<file path="src/rtl/ibex_pkg.sv">
// Shared ibex types for the top-down performance counter bank.
// Holds the FSM state and issue-slot category encodings.
package ibex_pkg;

   typedef enum logic [1:0] {
      TdIdle = 2'd0,
      TdRun  = 2'd1,
      TdSnap = 2'd2
   } td_state_e;

   typedef enum logic [1:0] {
      TdRetire   = 2'd0,
      TdFrontend = 2'd1,
      TdBackend  = 2'd2,
      TdBadSpec  = 2'd3
   } td_cat_e;

   localparam int unsigned TdNumCatDefault = 4;

endpackage

</file>
<file path="src/rtl/ibex_topdown_ctr.sv">
// Single top-down event counter with clear, window restart,
// saturate/wrap selection and a sticky overflow flag.
module ibex_topdown_ctr #(
   parameter int unsigned Width    = 40,
   parameter bit          Saturate = 1'b1
) (
   input  logic             clk_i,
   input  logic             rst_i,
   input  logic             clr_i,
   input  logic             restart_i,
   input  logic             inc_i,
   output logic [Width-1:0] cnt_o,
   output logic             ovf_o
);

   logic [Width-1:0] cnt_d, cnt_q;
   logic             ovf_d, ovf_q;
   logic             at_max;

   assign at_max = &cnt_q;

   // Restart rebases to zero but keeps this cycle's increment.
   always_comb begin
      cnt_d = cnt_q;
      ovf_d = ovf_q;
      if (clr_i) begin
         cnt_d = '0;
         ovf_d = 1'b0;
      end else if (restart_i) begin
         cnt_d = Width'(inc_i);
      end else if (inc_i) begin
         if (at_max) begin
            ovf_d = 1'b1;
            cnt_d = Saturate ? cnt_q : '0;
         end else begin
            cnt_d = cnt_q + Width'(1);
         end
      end
   end

   always_ff @(posedge clk_i) begin
      if (rst_i) begin
         cnt_q <= '0;
         ovf_q <= 1'b0;
      end else begin
         cnt_q <= cnt_d;
         ovf_q <= ovf_d;
      end
   end

   assign cnt_o = cnt_q;
   assign ovf_o = ovf_q;

endmodule

</file>
<file path="src/rtl/ibex_topdown_perf_ctr.sv">
// Top-down perf counter bank: per-category + cycle counters, windowed
// and req/ack snapshots. Shadow bank built only with IBEX_TOPDOWN_SHADOW_EN.
module ibex_topdown_perf_ctr
   import ibex_pkg::*;
#(
   parameter int unsigned  NumChannels  = TdNumCatDefault,
   parameter int unsigned  CounterWidth = 40,
   parameter int unsigned  WindowLen    = 0,
   parameter bit           Saturate     = 1'b1,
   localparam int unsigned IdxW         = $clog2(NumChannels + 1)
) (
   input  logic                    clk_i,
   input  logic                    rst_i,
   input  logic                    en_i,
   input  logic                    clear_i,
   input  logic                    evt_valid_i,
   input  logic [IdxW-1:0]         evt_cat_i,
   input  logic                    snap_req_i,
   output logic                    snap_ack_o,
   output logic                    window_done_o,
   input  logic [IdxW-1:0]         rd_idx_i,
   output logic [CounterWidth-1:0] rd_data_o,
   output logic [NumChannels:0]    ovf_o,
   output logic                    cat_err_o
);

   localparam int unsigned NumCtr = NumChannels + 1;
   localparam int unsigned WinW   = (WindowLen > 0) ? $clog2(WindowLen + 1) : 1;
   localparam logic [IdxW-1:0] NumChIdx   = IdxW'(NumChannels);
   localparam logic [WinW-1:0] WinLast    = WinW'((WindowLen > 0) ? WindowLen - 1 : 0);
   localparam logic [WinW-1:0] WinRestart = WinW'((WindowLen > 1) ? 1 : 0);
   localparam bit              WinEn      = (WindowLen > 0);

   td_state_e         state_d, state_q;
   logic [WinW-1:0]   win_d, win_q;
   logic              win_snap_d, win_snap_q;
   logic              cat_err_d, cat_err_q;
   logic              active, expiry, restart;
   logic [NumCtr-1:0] inc;

   logic [CounterWidth-1:0] live [NumCtr];
   logic [CounterWidth-1:0] bank [NumCtr];

   assign active  = (state_q != TdIdle);
   assign expiry  = WinEn && (state_q == TdRun) && (win_q == WinLast);
   assign restart = (state_q == TdSnap) && win_snap_q;

   always_comb begin
      state_d    = state_q;
      win_snap_d = 1'b0;
      unique case (state_q)
         TdIdle: begin
            if (snap_req_i) state_d = TdSnap;
            else if (en_i)  state_d = TdRun;
         end
         TdRun: begin
            if (snap_req_i || expiry) begin
               state_d    = TdSnap;
               win_snap_d = expiry;
            end else if (!en_i) begin
               state_d = TdIdle;
            end
         end
         TdSnap:  state_d = en_i ? TdRun : TdIdle;
         default: state_d = TdIdle;
      endcase
   end

   // The window SNAP cycle is the first cycle of the next window;
   // a manual SNAP landing on the last slot defers expiry by holding.
   always_comb begin
      win_d = win_q;
      if (clear_i)                          win_d = '0;
      else if (restart)                     win_d = WinRestart;
      else if (active && (win_q != WinLast)) win_d = win_q + WinW'(1);
   end

   always_comb begin
      inc = '0;
      inc[NumChannels] = active;
      for (int i = 0; i < NumChannels; i++) begin
         inc[i] = active && evt_valid_i && (evt_cat_i == IdxW'(i));
      end
   end

   always_comb begin
      cat_err_d = cat_err_q;
      if (clear_i) cat_err_d = 1'b0;
      else if (active && evt_valid_i && (evt_cat_i >= NumChIdx)) cat_err_d = 1'b1;
   end

   always_ff @(posedge clk_i) begin
      if (rst_i) begin
         state_q    <= TdIdle;
         win_q      <= '0;
         win_snap_q <= 1'b0;
         cat_err_q  <= 1'b0;
      end else begin
         state_q    <= state_d;
         win_q      <= win_d;
         win_snap_q <= win_snap_d;
         cat_err_q  <= cat_err_d;
      end
   end

   for (genvar i = 0; i < NumCtr; i++) begin : g_ctr
      ibex_topdown_ctr #(
         .Width    (CounterWidth),
         .Saturate (Saturate)
      ) u_ctr (
         .clk_i     (clk_i),
         .rst_i     (rst_i),
         .clr_i     (clear_i),
         .restart_i (restart),
         .inc_i     (inc[i]),
         .cnt_o     (live[i]),
         .ovf_o     (ovf_o[i])
      );
   end

`ifdef IBEX_TOPDOWN_SHADOW_EN
   logic [CounterWidth-1:0] shadow_d [NumCtr];
   logic [CounterWidth-1:0] shadow_q [NumCtr];

   // Captures registered (pre-increment) live values.
   always_comb begin
      shadow_d = shadow_q;
      if (state_q == TdSnap) shadow_d = live;
   end

   always_ff @(posedge clk_i) begin
      if (rst_i) begin
         for (int i = 0; i < NumCtr; i++) shadow_q[i] <= '0;
      end else begin
         shadow_q <= shadow_d;
      end
   end

   assign bank = shadow_q;
`else
   assign bank = live;
`endif

   always_comb begin
      rd_data_o = '0;
      if (rd_idx_i <= NumChIdx) rd_data_o = bank[rd_idx_i];
   end

   assign snap_ack_o    = (state_q == TdSnap);
   assign window_done_o = (state_q == TdSnap) && win_snap_q;
   assign cat_err_o     = cat_err_q;

endmodule

</file>
<file path="config.mk">
export PLATFORM = sky130hd
export DESIGN_NAME = ibex_topdown_perf_ctr
export DESIGN_NICKNAME = d
export VERILOG_FILES = /design/src/rtl/ibex_pkg.sv /design/src/rtl/ibex_topdown_ctr.sv /design/src/rtl/ibex_topdown_perf_ctr.sv
export SDC_FILE = /design/constraint.sdc
export NUM_CORES = 1
export LEC_CHECK = 0
export CORE_MARGIN = 2
export CORE_UTILIZATION = 35
export DETAILED_ROUTE_END_ITERATION = 6
export PLACE_DENSITY = 0.52
export SYNTH_ARGS = -nofsm -noshare
export SYNTH_HDL_FRONTEND = slang
export SYNTH_SLANG_ARGS = --single-unit
</file>
<file path="constraint.sdc">
create_clock -name clk_i -period 5.1 [get_ports clk_i]
set_input_delay 0.765 -clock clk_i [delete_from_list [all_inputs] [get_ports clk_i]]
set_output_delay 0.765 -clock clk_i [all_outputs]
set_load 0.01 [all_outputs]
</file>
== After elaboration in Yosys (flattened, before gate mapping) ==
Cells that the tools add are included.

* Flip-flop bits (word level): 208
* Bits in latches: 0
* Bits in writable memories: 0
* ROM bits: 0
* Input bits: 12
* Output and inout bits: 48
* Word-level logic and storage cells: 84
* Memories kept: 0

* Add/sub/neg operators: 5
* $mul: 0
* Divide/modulo/power cells: 0
* Order comparisons: 3
* Equality and inequality tests: 7
* Shifts and indexed selects: 0
* Mux-type cells: 20
* Bitwise gates (word level): 6
* Reduce and logical (&&, ||, !) cells: 26

{| class="wikitable"
|+ Operators with widths
! operator !! count
|-
| $reduce_and 41->1 || 5
|-
| $add 40x1->40 const B || 5
|-
| $reduce_and 40->1 || 5
|-
| $bmux 40 s3 || 1
|-
| $mux 40 || 3
|-
| $reduce_and 2->1 || 6
|-
| $mux 1 || 11
|-
| $mux 2 || 4
|-
| $eq 3x2->1 const B || 2
|-
| $logic_and 1x1->1 || 6
|-
| $ne 3x3->1 const B || 2
|-
| $pmux 2 s3 || 1
|-
| $not 1->1 || 5
|-
| $ge 4x4->1 const B || 1
|-
| $not 3->4 || 1
|-
| $eq 3x1->1 const B || 1
|-
| $ge 3x3->1 const B || 1
|-
| $le 3x3->1 const B || 1
|-
| $logic_not 3->1 || 1
|-
| $eq 2x1->1 const B || 1
|-
| $eq 2x2->1 const B || 1
|-
| $logic_not 2->1 || 1
|-
| $reduce_bool 2->1 || 1
|-
| $reduce_or 2->1 || 1
|}

== Depth between registers and ports, before layout ==
* Word-level depth: 5
* Gate-level depth with buffers: 9
* Mapped depth without buffers: 6

== By module ==
A second synthesis with hierarchy kept.

* Cell total of the unflattened synthesis: 1500
* Area, all modules: 13041.3 sq um

{| class="wikitable"
|+ Modules (own cells, without submodules)
! module !! instances !! cells an instance !! area an instance (sq um) !! seq. area each (sq um)
|-
| ibex_topdown_ctr || 5 || 259 || 2235.9 || 820.8
|-
| ibex_topdown_perf_ctr || 1 || 205 || 1861.8 || 60.1
|}

== Worst setup path after synthesis ==
Ideal clock, no wire load.

* Path kind: input port to output port
* Start point: in rd_idx_i[1]
* End point: out rd_data_o[18]
* Arrival time: 2.437 ns
* Required time: 4.335 ns
* Path slack: 1.898 ns
* Stages: 6
* Path buffers: 3
* Cells stage by stage: clkbuf_1 clkbuf_1 clkbuf_1 mux4_2 inv_1 o21ai_0

* Longest elaborated chain between the ends: 5
* Elaborated cells between the ends (all ways): 6
* Those cells by class: order compare (1); mux (4); bitwise (1)

{| class="wikitable"
|+ RTL lines
! element !! RTL line !! source
|-
| from (decl) || ibex_topdown_perf_ctr.sv:21 || <nowiki>input logic [IdxW-1:0] rd_idx_i,</nowiki>
|-
| $not 3->4 (implied by the code) || ibex_topdown_perf_ctr.sv:146 || <nowiki>if (rd_idx_i <= NumChIdx) rd_data_o = bank[rd_idx_i];</nowiki>
|-
| $bmux 40 s3 || ibex_topdown_perf_ctr.sv:146 ||
|-
| $mux 40 (implied by the code) (2 in series) || ibex_topdown_perf_ctr.sv:146 ||
|-
| $mux 40 (*) || ibex_topdown_perf_ctr.sv:146 ||
|-
| to (decl) || ibex_topdown_perf_ctr.sv:22 || <nowiki>output logic [CounterWidth-1:0] rd_data_o,</nowiki>
|}

Mark *: on every way between the ends. The rest lies on a longest branch, timed or not. The select of a mux whose other input is x is not followed.

== Worst setup path in the final report ==
* Start point: in rd_idx_i[0]
* End point: out rd_data_o[29]

The elaborated chain is that of the path after synthesis.

==> impl_metrics.csv <==
group,metric,value,unit
timing,rsz0062_at_grt,"false",
critical_path,setup.worst_path.end_class,"output pin",
timing,max_slew_margin,20.1,%
placed_design,place.gp.congestion,0.886,
clock_network,clockBufferDepth,3,
power,leakage,3.71,nW
timing,fmax,0.260,GHz
placed_design,dp_slack,1.21,ns
clock_network,ctsResizeCount,0,
timing,fin_worst_skew,0.0144,ns
cells_and_area,num-nets-final,1538,
floorplan,ios,60,
cells_and_area,fin_cells,1999,
yosys,synth_area,12400,um2
hold_path,holdPathEnd,"cat_err_o",
floorplan,num_rows,69,
global_routing,grt_max_degree,71,
timing,post-route-period-util,75.4,%
hold_path,min_path_cells,2,
timing,worst_pin_slew,1.19,ns
clock_network,cts_setup_buffers,0,
critical_path,cp.arrival,3.08,ns
global_routing,grt_pass1_vias,11200,
yosys,synth_edf_count,0,
clock_network,cts_tree,"yes",
clock_network,h-tree-depth,1,
critical_path,worstReg2RegStart,"g_ctr[2].u_ctr.cnt_o[0]",
placed_design,dp_cells,1954,
detailed_routing,vias,12400,
clock_network,root_buffer,"clkbuf_16",
power,combPwrFrac,3.3,%
timing,slew_violations,0,
detailed_routing,wl,43900,um
critical_path,reg2reg_depth,7,
yosys,synthFlopType,"dfxtp_1",
placed_design,place_area,13300,um2
placed_design,io_buffer_count,58,
yosys,yosysWarnings,0,
yosys,synth_seq_cells,208,
detailed_routing,ant_nets,0,
global_routing,antenna_found_initial,1,
power,pwr-share-clk,52.4,%
yosys,syn-instance-count,1532,
run_status,status,"finished, final reports clean",
timing,finalHoldViolCount,0,
timing,setup_viol,0,
critical_path,cp.required,4.34,ns
detailed_routing,viasPerCell,6.22,
hold_path,hp-class,"flop to flop",
yosys,ys_types,57,
yosys,syn_avg_cell_area,8.11,um2
global_routing,grtUsageTotal,23.5,%
yosys,syn-num-nets,1549,
detailed_routing,drcViolationCount,0,
clock_network,cts_sinks,208,
hold_path,min_from,"cat_err_o",
global_routing,grt_pass1_wl,67600,um
timing,tns,0,ns
cells_and_area,layout-drive-gt1-share,8.07,%
power,sw_frac_of_total,22.5,%
global_routing,grt-ovfl-total,0,
cells_and_area,synthToLayoutAreaGrowth,13.8,%
power,ir_worst_vdd,0.000262,V
yosys,async_reset_ff_share,0,%
power,p_switching,0.829,mW
power,intPower,2.85,mW
floorplan,die-area,37000,um2
yosys,seq_area_frac_synth,33.5,%
floorplan,initial_utilization,35.2,%
clock_network,cts_hold_buf,0,
clock_network,clkLatencyLatePin,0.54,ns
floorplan,core-area,35300,um2
clock_network,clk_pin_slew,0.05,ns
power,p_per_area,260,nW/um2
critical_path,rrSetupSlack,1.92,ns
timing,fin_crit,3.85,ns
critical_path,path_class,"primary input to output pin",
placed_design,place_hpwl,32400,um
cells_and_area,fin_util,40.1,%
cells_and_area,fin_area,14200,um2
job,cap_violations,0,
detailed_routing,dr.pass1.iters,5,
clock_network,cts_buffers,26,
detailed_routing,drtIter0Drc,1100,
critical_path,startpoint_type,"primary input",
power,seqPwrFrac,44.3,%
critical_path,path_max_fanout,29,
floorplan,dieWidth,192,um
floorplan,die_h,192,um
detailed_routing,routedWlPerCell,21.9,um
timing,worst_slack,1.25,ns
critical_path,r2r-end,"g_ctr[2].u_ctr.cnt_o[24]",
routing by layer:
metal	part of all wire, %	vias to the layer above	global-route usage (%)
met5	0	-	0
met4	2.4	0	5.93
met3	6.8	58	3.16
met2	46	438	38.4
met1	45	6023	32.5
li1	-	5913	-
registers in the layout, indices dropped and copies added (netlist names):
name and flops:
state_q 2, cat_err_o 1, g_ctr.u_ctr.cnt_o 200, g_ctr.u_ctr.ovf_o 5
how the worst max path moves through the flow:
stage / from / to / slack [ns]
floorplan: rd_idx_i[1] / rd_data_o[18] / 1.90
CTS: rd_idx_i[0] / rd_data_o[30] / 1.22
detailed placement: rd_idx_i[0] / rd_data_o[30] / 1.21
global route: rd_idx_i[0] / rd_data_o[30] / 1.05
global placement: rd_idx_i[0] / rd_data_o[30] / 1.25
finish: rd_idx_i[0] / rd_data_o[29] / 1.25
kinds of logic (layout without fill, tap and decap cells):
| logic type | Yosys count | count (layout) | synth area share (%) |
|---|---|---|---|
| adders and majority gates | 5 | 5 | 0.503 |
| muxes | 65 | 65 | 9.26 |
| buffers and inverters | 170 | 175 | 5.84 |
| AOI/OAI and AO/OA | 392 | 392 | 18.9 |
| DFF | 208 | 208 | 33.5 |
| other | 1 | 2 | 0.0302 |
| and+or+nand+nor | 685 | 685 | 31.6 |
| xor gates and xnor gates | 6 | 6 | 0.423 |
layout by cell type, fill, tap and decap left out, drive strengths merged, types with 5 or more instances in the layout:
| master | instances |
|---|---|
| o21ai | 102 |
| o21a | 10 |
| clkbuf | 37 |
| buf | 19 |
| or3 | 85 |
| nand3 | 74 |
| nand4 | 84 |
| mux2i | 25 |
| dfxtp | 208 |
| nand2 | 161 |
| nor4 | 37 |
| and4 | 24 |
| nor2 | 48 |
| o31ai | 93 |
| o2111ai | 5 |
| or4 | 97 |
| a21oi | 153 |
| mux4 | 40 |
| and2 | 8 |
| ha | 5 |
| inv | 56 |
| nor4b | 7 |
| and3 | 23 |
| clkdlybuf4s50 | 56 |
| o211ai | 9 |
| nor3 | 19 |
stage by stage:
stage                     hold slack (ns)  power [mW]
after global placement              0.447        1.79
after global routing                0.493        3.79
after CTS                           0.470        3.71
final                               0.465        3.68
after floorplan                     0.442        1.74
after detailed placement            0.454        1.79
power groups by stage:
stage | logic (mW) | registers, mW | clock network [mW]
floorplan | 0.0775 | 1.66 | 0
global placement | 0.121 | 1.67 | 0
detailed placement | 0.122 | 1.67 | 0
CTS | 0.122 | 1.63 | 1.96
global route | 0.129 | 1.63 | 2.03
finish | 0.121 | 1.63 | 1.92
synthesized netlist by cell type, drive strengths merged, types with 48 or more instances:
master	number	area share [%]
dfxtp	208	33
nand2	161	4.9
a21oi	153	6.2
o21ai	102	4.1
or4	97	5.9
o31ai	93	5.6
or3	85	4.3
nand4	84	4.3
clkbuf	80	2.4
nand3	74	3.0
inv	56	1.7
nor2	48	1.4
cell type report:
type	instances	area [um2]
inverter	56	210
clock inverter	7	87.6
timing repair buffer	75	723
multi-input combinational	1154	7580
tap	461	577
antenna	1	2.50
sequential	208	4160
fill	3549	21200
clock buffer	37	803
worst max-delay path, cell delays in order:
cell	delay [ns]
buf_2	0.65
buf_4	0.40
mux4_2	0.57
inv_1	0.06
o21ai_0	0.11
clkdlybuf4s50_1	0.51
No activity file was read; power rests on OpenSTA's default activity.
